[src/rtl/ktc32_bus_pkg.sv]
// Shared types for the iobus RAM arbiter: FSM states, port ownership and word geometry.
package ktc32_bus_pkg;

  typedef enum logic [1:0] {IDLE, ISSUE, RESP} arb_state_t;
  typedef enum logic {OWN_I, OWN_D} owner_t;

  localparam int WORD_BYTES = 4;
  localparam int WORD_SHIFT = $clog2(WORD_BYTES);

endpackage

[src/rtl/ram_arb_pick.sv]
// Winner select for a new grant out of IDLE. Define RAM_ARB_RR_EN for round-robin
// between contending ports; otherwise D has fixed priority over I.
module ram_arb_pick
  import ktc32_bus_pkg::*;
(
  input  logic   i_req,
  input  logic   d_req,
`ifdef RAM_ARB_RR_EN
  input  owner_t rr_last,
`endif
  output logic   any_req,
  output owner_t winner
);

  // NOTE: every always_comb output gets a default first, so no path leaves it unassigned (no latch).
  always_comb begin
    any_req = i_req | d_req;
    winner  = d_req ? OWN_D : OWN_I;
`ifdef RAM_ARB_RR_EN
    if (i_req && d_req)
      winner = (rr_last == OWN_D) ? OWN_I : OWN_D;
`endif
  end

endmodule

[src/rtl/ram_arbiter.sv]
// Shares the single-port iobus RAM between instruction fetch (I) and load/store (D).
// Each access runs IDLE -> ISSUE -> RESP; RAM_ARB_RR_EN selects round-robin contention.
module ram_arbiter
  import ktc32_bus_pkg::*;
#(
  parameter int ADDR_W = 16,
  parameter int DATA_W = 32
) (
  input  logic                clk,
  input  logic                reset,
  input  logic                i_req,
  input  logic [ADDR_W-1:0]   i_addr,
  output logic [DATA_W-1:0]   i_rdata,
  output logic                i_ack,
  input  logic                d_req,
  input  logic                d_we,
  input  logic [DATA_W/8-1:0] d_be,
  input  logic [ADDR_W-1:0]   d_addr,
  input  logic [DATA_W-1:0]   d_wdata,
  output logic [DATA_W-1:0]   d_rdata,
  output logic                d_ack,
  output logic                ram_en,
  output logic [DATA_W/8-1:0] ram_we,
  output logic [ADDR_W-3:0]   ram_addr,
  output logic [DATA_W-1:0]   ram_wdata,
  input  logic [DATA_W-1:0]   ram_rdata
);

  arb_state_t state;
  owner_t     owner;
  owner_t     winner;
  owner_t     grant_owner;
  logic       any_req;
  logic       grant_go;
  logic       unused_addr_lsbs;

`ifdef RAM_ARB_RR_EN
  owner_t rr_last;
`endif

  // Byte-offset bits are meaningless for a word-addressed RAM.
  assign unused_addr_lsbs = ^{i_addr[WORD_SHIFT-1:0], d_addr[WORD_SHIFT-1:0]};

  ram_arb_pick u_pick (
    .i_req   (i_req),
    .d_req   (d_req),
`ifdef RAM_ARB_RR_EN
    .rr_last (rr_last),
`endif
    .any_req (any_req),
    .winner  (winner)
  );

  // A new grant starts from IDLE (arbitrated) or from RESP (hand-off to the other port only).
  always_comb begin
    grant_go    = 1'b0;
    grant_owner = winner;
    case (state)
      IDLE: grant_go = any_req;
      RESP: begin
        grant_owner = (owner == OWN_I) ? OWN_D : OWN_I;
        grant_go    = (owner == OWN_I) ? d_req : i_req;
      end
      default: grant_go = 1'b0;
    endcase
  end

  // Read data flows straight from the RAM; it is only meaningful alongside the ack.
  assign i_rdata = ram_rdata;
  assign d_rdata = ram_rdata;

  // NOTE: state is updated with non-blocking assignments only, and reset is sampled on the clock edge.
  always_ff @(posedge clk) begin
    if (reset) begin
      state     <= IDLE;
      owner     <= OWN_I;
      i_ack     <= 1'b0;
      d_ack     <= 1'b0;
      ram_en    <= 1'b0;
      ram_we    <= '0;
      ram_addr  <= '0;
      ram_wdata <= '0;
`ifdef RAM_ARB_RR_EN
      rr_last   <= OWN_D;
`endif
    end else begin
      case (state)
        IDLE, RESP: begin
          i_ack <= 1'b0;
          d_ack <= 1'b0;
          if (grant_go) begin
            state  <= ISSUE;
            owner  <= grant_owner;
            ram_en <= 1'b1;
`ifdef RAM_ARB_RR_EN
            rr_last <= grant_owner;
`endif
            if (grant_owner == OWN_D) begin
              ram_addr  <= d_addr[ADDR_W-1:WORD_SHIFT];
              ram_we    <= d_we ? d_be : '0;
              ram_wdata <= d_wdata;
            end else begin
              ram_addr  <= i_addr[ADDR_W-1:WORD_SHIFT];
              ram_we    <= '0;
            end
          end else begin
            state <= IDLE;
          end
        end
        ISSUE: begin
          state  <= RESP;
          ram_en <= 1'b0;
          ram_we <= '0;
          i_ack  <= (owner == OWN_I);
          d_ack  <= (owner == OWN_D);
        end
        default: state <= IDLE;
      endcase
    end
  end

`ifndef SYNTHESIS
  always_ff @(posedge clk) begin
    if (!reset && state == ISSUE)
      assert (owner == OWN_I ? i_req : d_req)
        else $error("ram_arbiter: request dropped before ack");
  end
`endif

endmodule
[config.mk]
export PLATFORM = sky130hd
export DESIGN_NAME = ram_arbiter
export DESIGN_NICKNAME = d
export VERILOG_FILES = /design/src/rtl/ktc32_bus_pkg.sv /design/src/rtl/ram_arb_pick.sv /design/src/rtl/ram_arbiter.sv
export SDC_FILE = /design/constraint.sdc
export NUM_CORES = 1
export LEC_CHECK = 0
export CAP_MARGIN = 15
export CORE_MARGIN = 4
export CORE_UTILIZATION = 33
export DETAILED_ROUTE_END_ITERATION = 12
export PLACE_DENSITY = 0.82
export SLEW_MARGIN = 40
export SYNTH_ARGS = -nofsm -noshare
export SYNTH_HDL_FRONTEND = slang
export SYNTH_SLANG_ARGS = --single-unit
[constraint.sdc]
create_clock -name clk -period 1.7 [get_ports clk]
set_input_delay 0.34 -clock clk [delete_from_list [all_inputs] [get_ports clk]]
set_output_delay 0.34 -clock clk [all_outputs]
set_load 0.01 [all_outputs]
### After elaboration in Yosys (flattened, before gate mapping)

Index checks and enable logic that the tools add are counted.

* equal/unequal tests: 3
* mux-type cells: 16
* bitwise operators: 2
* reductions and logical operators: 6

Operator list (number)
* 14-bit two-way mux: 1
* 4-bit two-way mux: 3
* 1-bit case mux with 2 select lines: 4
* 4-bit case mux with 2 select lines: 1
* 1-bit two-way mux: 6
* 2-bit case mux with 2 select lines: 1
* 2-bit AND reduction: 2
* 3-bit AND reduction: 1
* 2-bit by 1-bit == test with 1-bit output, second input constant: 1
* 2-bit == test, second input constant: 1
* 2-bit logical NOT: 1
* 2-bit != test, second input constant: 1
* 2-bit nonzero test: 1
* 2-bit OR reduction: 1
* 1-bit NOT: 1
* 1-bit OR: 1

* bits in registers: 56
* bits of input ports: 105
* output and inout bits: 117
* logic and storage cells: 35

### Depth between registers and ports, before layout

Gate-level depths: netlist of the first run.

* depth in word-level cells: 5
* gate-level depth with buffers: 6
* gate-level depth less buffers: 4

### Cells and area by module

Synthesis of the first run repeated with hierarchy kept, for this count alone.

* cell total of the unflattened synthesis: 327
* area total of the unflattened synthesis: 2921.6 um2

Modules (own cells, without submodules)
* ram_arbiter: instances 1, cells an instance 325, area an instance 2907.8 um2, sequential area each 1121.1 um2
* ram_arb_pick: instances 1, cells an instance 2, area an instance 13.8 um2, sequential area each 0.0 um2

### Least setup slack after synthesis of the first run

No wires, ideal clock.

* path type: flip-flop to flip-flop
* start point: register state[1]
* end point: register ram_addr[10]
* setup time: 0.068 ns
* data arrival time: 1.330 ns
* required time: 1.632 ns
* setup slack: 0.303 ns
* cell stages (with the launch flop): 7
* path buffers: 2
* clock period less this slack: 1.397 ns
* cell sequence: dfxtp_1 > nor2b_2 > o2bb2ai_2 > or3_1 > buf_6 > buf_8 > o2bb2ai_2

* word-level cells in the longest chain between the ends: 3
* elaborated cells on any way between the ends: 7
* classes of those cells: eq/ne (1); mux (3); reduce/logical (3)

Ends and longest elaborated chain
* from (decl): RTL line ram_arbiter.sv:29 `arb_state_t state;`
* from (signal assigned): RTL line ram_arbiter.sv:75 `state <= IDLE;`
* from (signal assigned): RTL line ram_arbiter.sv:92 `state <= ISSUE;`
* from (signal assigned): RTL line ram_arbiter.sv:107 `state <= IDLE;`
* 2-bit == test or 2-bit logical NOT (tied branches): RTL line ram_arbiter.sv:58, ram_arbiter.sv:87
* 1-bit case mux with 2 select lines (tied with other cells): RTL line ram_arbiter.sv:58 `case (state)`
* 2-bit AND reduction (no line) or 14-bit two-way mux (tied branches)
* to (signal assigned): RTL line ram_arbiter.sv:99 `ram_addr <= d_addr[ADDR_W-1:WORD_SHIFT];`
* to (signal assigned): RTL line ram_arbiter.sv:103 `ram_addr <= i_addr[ADDR_W-1:WORD_SHIFT];`
* to (decl): RTL line ram_arbiter.sv:24 `output logic [ADDR_W-3:0] ram_addr,`

Several ways; a longest one is shown, not always the timed one.
A chain may end at the register's enable or synchronous reset.

### Worst setup path after layout of the first run

* start point: input d_req
* end point: register ram_addr[0]

* word-level cells in the longest chain between the ends: 3
* elaborated cells on any way between the ends: 7
* classes of those cells: mux (5); bitwise (1); reduce/logical (1)

Ends and longest elaborated chain
* from (decl): RTL line ram_arbiter.sv:15 `input logic d_req,`
* 1-bit two-way mux (tied with other cells): RTL line ram_arbiter.sv:62 `grant_go = (owner == OWN_I) ? d_req : i_req;`
* 1-bit case mux with 2 select lines or 1-bit two-way mux (tied branches): RTL line ram_arbiter.sv:58
* 2-bit AND reduction (no line) or 14-bit two-way mux (tied branches)

Several ways; a longest one is shown, not always the timed one.

==> impl_results.md, run 1 <==
* CTS sink cnt at 56
* DR iter-0 viols at 80
* WHS Endpoint: ram_wdata[1]
* Synth area leaders: dfxtp_1 42%, buf_4 18%, nand2_1 9.2%, a21oi_1 6.6%, o2bb2ai_2 5.6%
* Adder-cell share of the synthesized area at 0
* CP required at 1940 ps
* Slew @ Worst Pin at 403 ps
* Die area at 9580 µm²
* Power Density at 796 nW/µm²
* CTS buffer count at 5
* Max FO, Critical Path at 15
* Synthesized area at 2670 µm²
* Routed Antenna Nets at 0
* Placed Cells at 447
* RSZ-0062 raised after global routing: no
* Commonest cells after routing, fill and taps aside: 121 x clkdlybuf4s50_1, 65 x nand2_1, 56 x dfxtp_1, 35 x a21oi_1, 14 x mux2i_1
* Final Max Slew Viols at 0
* CTS tree: yes
* Post-Synth Simple-Gate Area at 0.126
* DR pass1 iterations at 4
* Vias per inst at 4.62
* IO Port Bufs at 121
* Worst Path Arrival at 1810 ps
* DRC violations left at 0
* Setup Skew at 7.88 ps
* Area Growth Syn to Fin at 36.0%
* Xor and xnor area share after synthesis at 0
* Post-CTS Setup Inserts at 0
* Antenna violations before repair at 0
* First-pass GRT wire length at 10.4 mm
* CP Cell Sequence: clkdlybuf4s50_1 -> a21boi_2 -> o2bb2ai_2 -> or3_1 -> buf_4 -> o2bb2ai_1
* Slowest CP cell: clkdlybuf4s50_1
* Lkg Pwr at 1.36 nW
* # rows at 32
* Share of cells above drive strength 1 at 0.0822
* Worst r2r dst: ram_addr[0]
* Peak VDD IR at 0.344 mV
* Top-level port count at 222
* Crit path launch type: input port
* Skew-Pair Late Insertion Delay at 300 ps
* DIE WIDTH at 97.9 µm
* Complex-gate fraction of the synthesized area at 0.170
* Synth warn at 0
* Post-CTS sizing at 0
* Final GP Congestion at 0.709
* Flops & latches, synth at 56
* Final Critical Period at 1570 ps
* WHS at 457 ps
* Root Driver: clkbuf_8
* Max cap viols at 0
* Worst-case reg-to-reg path depth at 4
* GRT Residual Overflow at 0
* Status: finished clean
* Hold Crit Class: reg2reg
* Sequential area share after synthesis at 0.421
* WL/cell at 14.3 µm
* Crit end category: register
* Average size of a mapped cell at 8.97 µm²
* Slew Limit Headroom at 0.731
* Tot GR Track Use at 0.133
* Leading cell type in the layout, fill and taps excluded: clkdlybuf4s50_1
* Final Power at 2.88 mW
* Post-route insts no fill at 455
* Finished Core Util at 0.464
* Mux cell area share after synthesis at 0.0610
* Die Y-Extent at 97.9 µm
* Largest net degree at the start of global routing at 37
* Peak Freq at 0.635 GHz
* Starting Density at 0.341
* Final-stage net count at 457
* Hold depth at 2
* R2r startpoint: state[1]
* Mapped Cells at 297
* Final setup vio count at 0
* Main combinational cell family by area after synthesis: buffers and inverters
* Hold Crit Start: ram_wdata[1]
* WL final at 6.49 mm
* Synth area leader: dfxtp_1
* DP HPWL at 5.03 mm
* Crit path kind: in2reg
* Critical path's largest stage delay at 500 ps
* Post-synth top area share at 0.421
* Core Area at 7810 µm²
* Via count at 2,103
* Antenna diodes at 0
* Hold Vio Cnt, Final at 0
* Clock transition at the registers of the reported paths at 100 ps
* Vias in the first global route at 2,141
* Cts hold-fix bufs at 0
* Yosys cell types at 27
* Clock Path Buffers at 2
* Reg-to-reg slack, setup at 160 ps
* # fillers at 780
* Net Count, Synth at 402
* Htree depth at 2
* Crit share post-route at 0.926
==> per-layer routing <==
| metal | wire, µm | share of wire | track usage | vias up |
|---|---|---|---|---|
| met2 | 3120 | 0.48 | 0.229 | 102 |
| met1 | 2440 | 0.38 | 0.139 | 956 |
| li1 | - | - | - | 1022 |
| met5 | 0 | 0 | 0 | - |
| met4 | 161 | 0.025 | 0.0554 | 0 |
| met3 | 769 | 0.12 | 0.0614 | 23 |
==> power by group <==
group          leakage [nW]  internal [mW]  total (mW)  switching (mW)
combinational         0.859          0.410       0.683           0.273
sequential            0.460           1.41        1.46          0.0580
clock                0.0455          0.334       0.737           0.403
==> synthesized netlist by cell type, drive strengths merged <==
master,n
inv,4
and2b,1
nand2,65
a221oi,1
a21boi,1
o21ba,1
o2bb2ai,15
nand2b,3
buf,71
nor2b,4
and3,1
a21oi,35
dfxtp,56
o21ai,4
nor2,5
a22o,4
or3,1
nor3,1
mux2i,15
clkbuf,9
==> how the worst max path moves through the flow <==
stage / startpoint / end / slack, ps / cells after the start
final: d_req / ram_addr[0] / 130 / 6
after global routing: d_req / ram_wdata[20] / 50 / 7
after CTS: ram_en / ram_en / 120 / 1
after detailed placement: d_req / ram_addr[1] / -190 / 6
after global placement: d_req / ram_addr[3] / -140 / 6
after floorplan: state[1] / ram_addr[10] / 300 / 6
==> cell families (layout without fill, tap and decap cells) <==
logic type / count (synthesis) / count (layout)
buffers and inverters: 84 / 140
AND/OR/NAND/NOR: 81 / 81
AO/OA/AOI/OAI: 61 / 61
flip-flops: 56 / 56
multiplexers: 15 / 15
==> final cells by class <==
cell class / instances / area [µm²] / area share
Timing Repair Buffer: 128 / 1310 / 0.363
Sequential cell: 56 / 1120 / 0.309
Multi-Input combinational cell: 157 / 956 / 0.264
Tap cell: 102 / 128 / 0.0352
Clock buffer: 8 / 90.1 / 0.0249
Inverter: 4 / 15.0 / 0.00414
==> state kept, by name (all words and copies together) (netlist names) <==
register   flops
state          2
d_ack          1
i_ack          1
ram_en         1
ram_addr      14
ram_we         4
ram_wdata     32
owner          1
==> metrics by stage <==
step / setup WS (ps) / TNS [ps] / cell area (µm²)
after floorplan: 303 / 0 / 2670
after global placement: -144 / -4970 / 3530
after detailed placement: -188 / -6820 / 3530
after CTS: 121 / 0 / 3620
after global routing: 54.6 / 0 / 3620
final: 126 / 0 / 3620
==> critical path, delay by kind of cell <==
family | cells | cell delay, ps
simple gates | 1 | 300
compound gates | 3 | 460
buf+inv | 2 | 710
Power figures use the tool's default switching activity.
==> run 2: changes to the inputs <==
--- a/config.mk
+++ b/config.mk
@@ -10,6 +10,7 @@
 export CORE_UTILIZATION = 33
 export DETAILED_ROUTE_END_ITERATION = 12
 export PLACE_DENSITY = 0.82
+export SETUP_SLACK_MARGIN = 0.15
 export SLEW_MARGIN = 40
 export SYNTH_ARGS = -nofsm -noshare
 export SYNTH_HDL_FRONTEND = slang
==> run 2 against run 1 <==
  * Sequential power about the same
  * Register-to-register slack better by 100 ps
  * Combinational power about the same
  * Clock power up 0.8%
  * Non-clock buffer count up 3
  * Critical path depth down 5
  * Worst setup slack better by 67 ps
  * Via count up 0.38%
  * First-iteration DRC count up 20%
  * Wire length up 7.2%
  * Largest cell class unchanged
  * Highest routed layer unchanged
==> impl_results.md, run 2 (synthesis gave the netlist of run 1 again) <==
* Lkg Pwr at 2.00 nW (+46%)
* Die area at 9580 µm² (unchanged)
* Cts hold-fix bufs at 0 (unchanged)
* Slew Limit Headroom at 0.794 (+0.0624)
* Vias in the first global route at 2,155 (+0.65%)
* First-pass GRT wire length at 10.5 mm (+0.53%)
* Share of cells above drive strength 1 at 0.0955 (+0.0134)
* Crit end category: output port
* GRT Residual Overflow at 0 (unchanged)
* DIE WIDTH at 97.9 µm (unchanged)
* Core Area at 7810 µm² (unchanged)
* Vias per inst at 4.61 (-0.28%)
* Top-level port count at 222 (unchanged)
* Leading cell type in the layout, fill and taps excluded: clkdlybuf4s50_1
* IO Port Bufs at 121 (unchanged)
* WL final at 6.96 mm (+7.2%)
* Status: finished clean
* Clock transition at the registers of the reported paths at 100 ps (about the same)
* Peak Freq at 0.664 GHz (+4.4%)
* Die Y-Extent at 97.9 µm (unchanged)
* Worst path top cell family by delay: buffers and inverters
* CTS tree: yes
* Root Driver: clkbuf_8
* Commonest cells after routing, fill and taps aside: 68 x clkdlybuf4s50_1, 65 x nand2_1, 54 x dfxtp_1, 35 x a21oi_1, 31 x dlymetal6s2s_1
* DRC violations left at 0 (unchanged)
* CTS buffer count at 5 (unchanged)
* Max FO, Critical Path at 2 (-13)
* Hold Vio Cnt, Final at 0 (unchanged)
* Largest Register: ram_wdata
* Final setup vio count at 0 (unchanged)
* Largest net degree at the start of global routing at 37 (unchanged)
* Post-route insts no fill at 458 (+0.66%)
* Antenna violations before repair at 0 (unchanged)
* Peak VDD IR at 0.350 mV (+1.7%)
* DP HPWL at 5.03 mm (unchanged)
* Largest regs: ram_wdata: 32 flops, ram_addr: 14 flops, ram_we: 4 flops
* Starting Density at 0.341 (unchanged)
* Post-CTS Setup Inserts at 0 (unchanged)
* Slew @ Worst Pin at 310 ps (-93.6 ps)
* Crit path kind: reg2out
* DR pass1 iterations at 4 (unchanged)
* Worst path bufs/invs at 1 (-1)
* Htree depth at 2 (unchanged)
* Critical path's largest stage delay at 530 ps (+30 ps)
* Final GP Congestion at 0.709 (unchanged)
* CP Cell Sequence: clkdlybuf4s50_1
* Final Power at 2.89 mW (+0.20%)
* # rows at 32 (unchanged)
* CTS sink cnt at 56 (unchanged)
* Slowest CP cell: clkdlybuf4s50_1
* RSZ-0062 raised after global routing: no
* DR iter-0 viols at 96 (+20%)
* Final Max Slew Viols at 0 (unchanged)
* Finished Core Util at 0.482 (+0.0175)
* Skew-Pair Late Insertion Delay at 300 ps (about the same)
* Tot GR Track Use at 0.133 (+0.000446)
* Crit share post-route at 0.887 (-0.0393)
* Final setup margin at 193 ps (+66.8 ps)
* Final-stage net count at 460 (+0.66%)
* WL/cell at 15.2 µm (+6.5%)
* Setup Skew at 7.59 ps (-0.297 ps)
* Largest register FFs at 32 (unchanged)
* Antenna diodes at 0 (unchanged)
* Placed Cells at 447 (unchanged)
* Crit path launch type: register
* Routed Antenna Nets at 0 (unchanged)
* Area Growth Syn to Fin at 41.1%
* Hold Crit Class: in2reg
* Worst Path Arrival at 1170 ps (-640 ps)
* Final Critical Period at 1510 ps (-66.8 ps)
* Max cap viols at 0 (unchanged)
* Clock Path Buffers at 2 (unchanged)
* CP required at 1360 ps (-580 ps)
* Power Density at 769 nW/µm² (-3.4%)
* Via count at 2,111 (+0.38%)
* Pre-CTS setup slack at -188 ps (unchanged)
run 2: changes by cell type in the layout (fill, tap and decap cells not counted), sizes merged:
cell / delta
clkdlybuf4s50: -53
dlymetal6s2s: +31
buf: +1
clkbuf: +2
dlygate4sd2: +22
run 2: where the power goes:
| part | internal [mW] | switching [mW] |
|---|---|---|
| Sequential | 1.41 | 0.0562 |
| Clock | 0.334 | 0.409 |
| Combinational | 0.395 | 0.289 |
run 2: per-layer routing:
metal / vias to the layer above / share of wire / GRT usage
met4: 0 / 0.023 / 0.0554
li1: 1030 / - / -
met1: 953 / 0.38 / 0.138
met5: - / 0 / 0
met2: 105 / 0.48 / 0.232
met3: 23 / 0.12 / 0.0614
run 2: layout make-up:
class / count / area, µm²
fill: 765 / 4050
timing repair buffer: 131 / 1430
sequential: 56 / 1120
multi-input combinational: 157 / 975
tap: 102 / 128
clock buffer: 8 / 90.1
inverter: 4 / 15.0
run 2: worst paths after layout:
check | from | slack (ps) | depth (start not counted) | end
setup / recovery | ram_wdata[11] | 190 | 1 | ram_wdata[11]
hold / removal | d_req | 370 | 3 | owner
setup reg to reg | state[1] | 260 | 6 | ram_wdata[21]
hold reg to reg | ram_wdata[14] | 450 | 2 | ram_wdata[14]
run 2: per-stage QoR:
step,instance area (µm²),setup TNS [ps],hold slack (ps)
floorplan,2670,0,473
global placement,3530,-4970,442
detailed placement,3530,-6820,445
CTS,3610,0,459
global route,3760,0,393
finish,3760,0,368
run 2: timing repair:
action	in CTS	in global routing
resized for setup	25	34
cloned	0	3
endpoints found under the hold margin	0	0
setup endpoints to repair	25	76
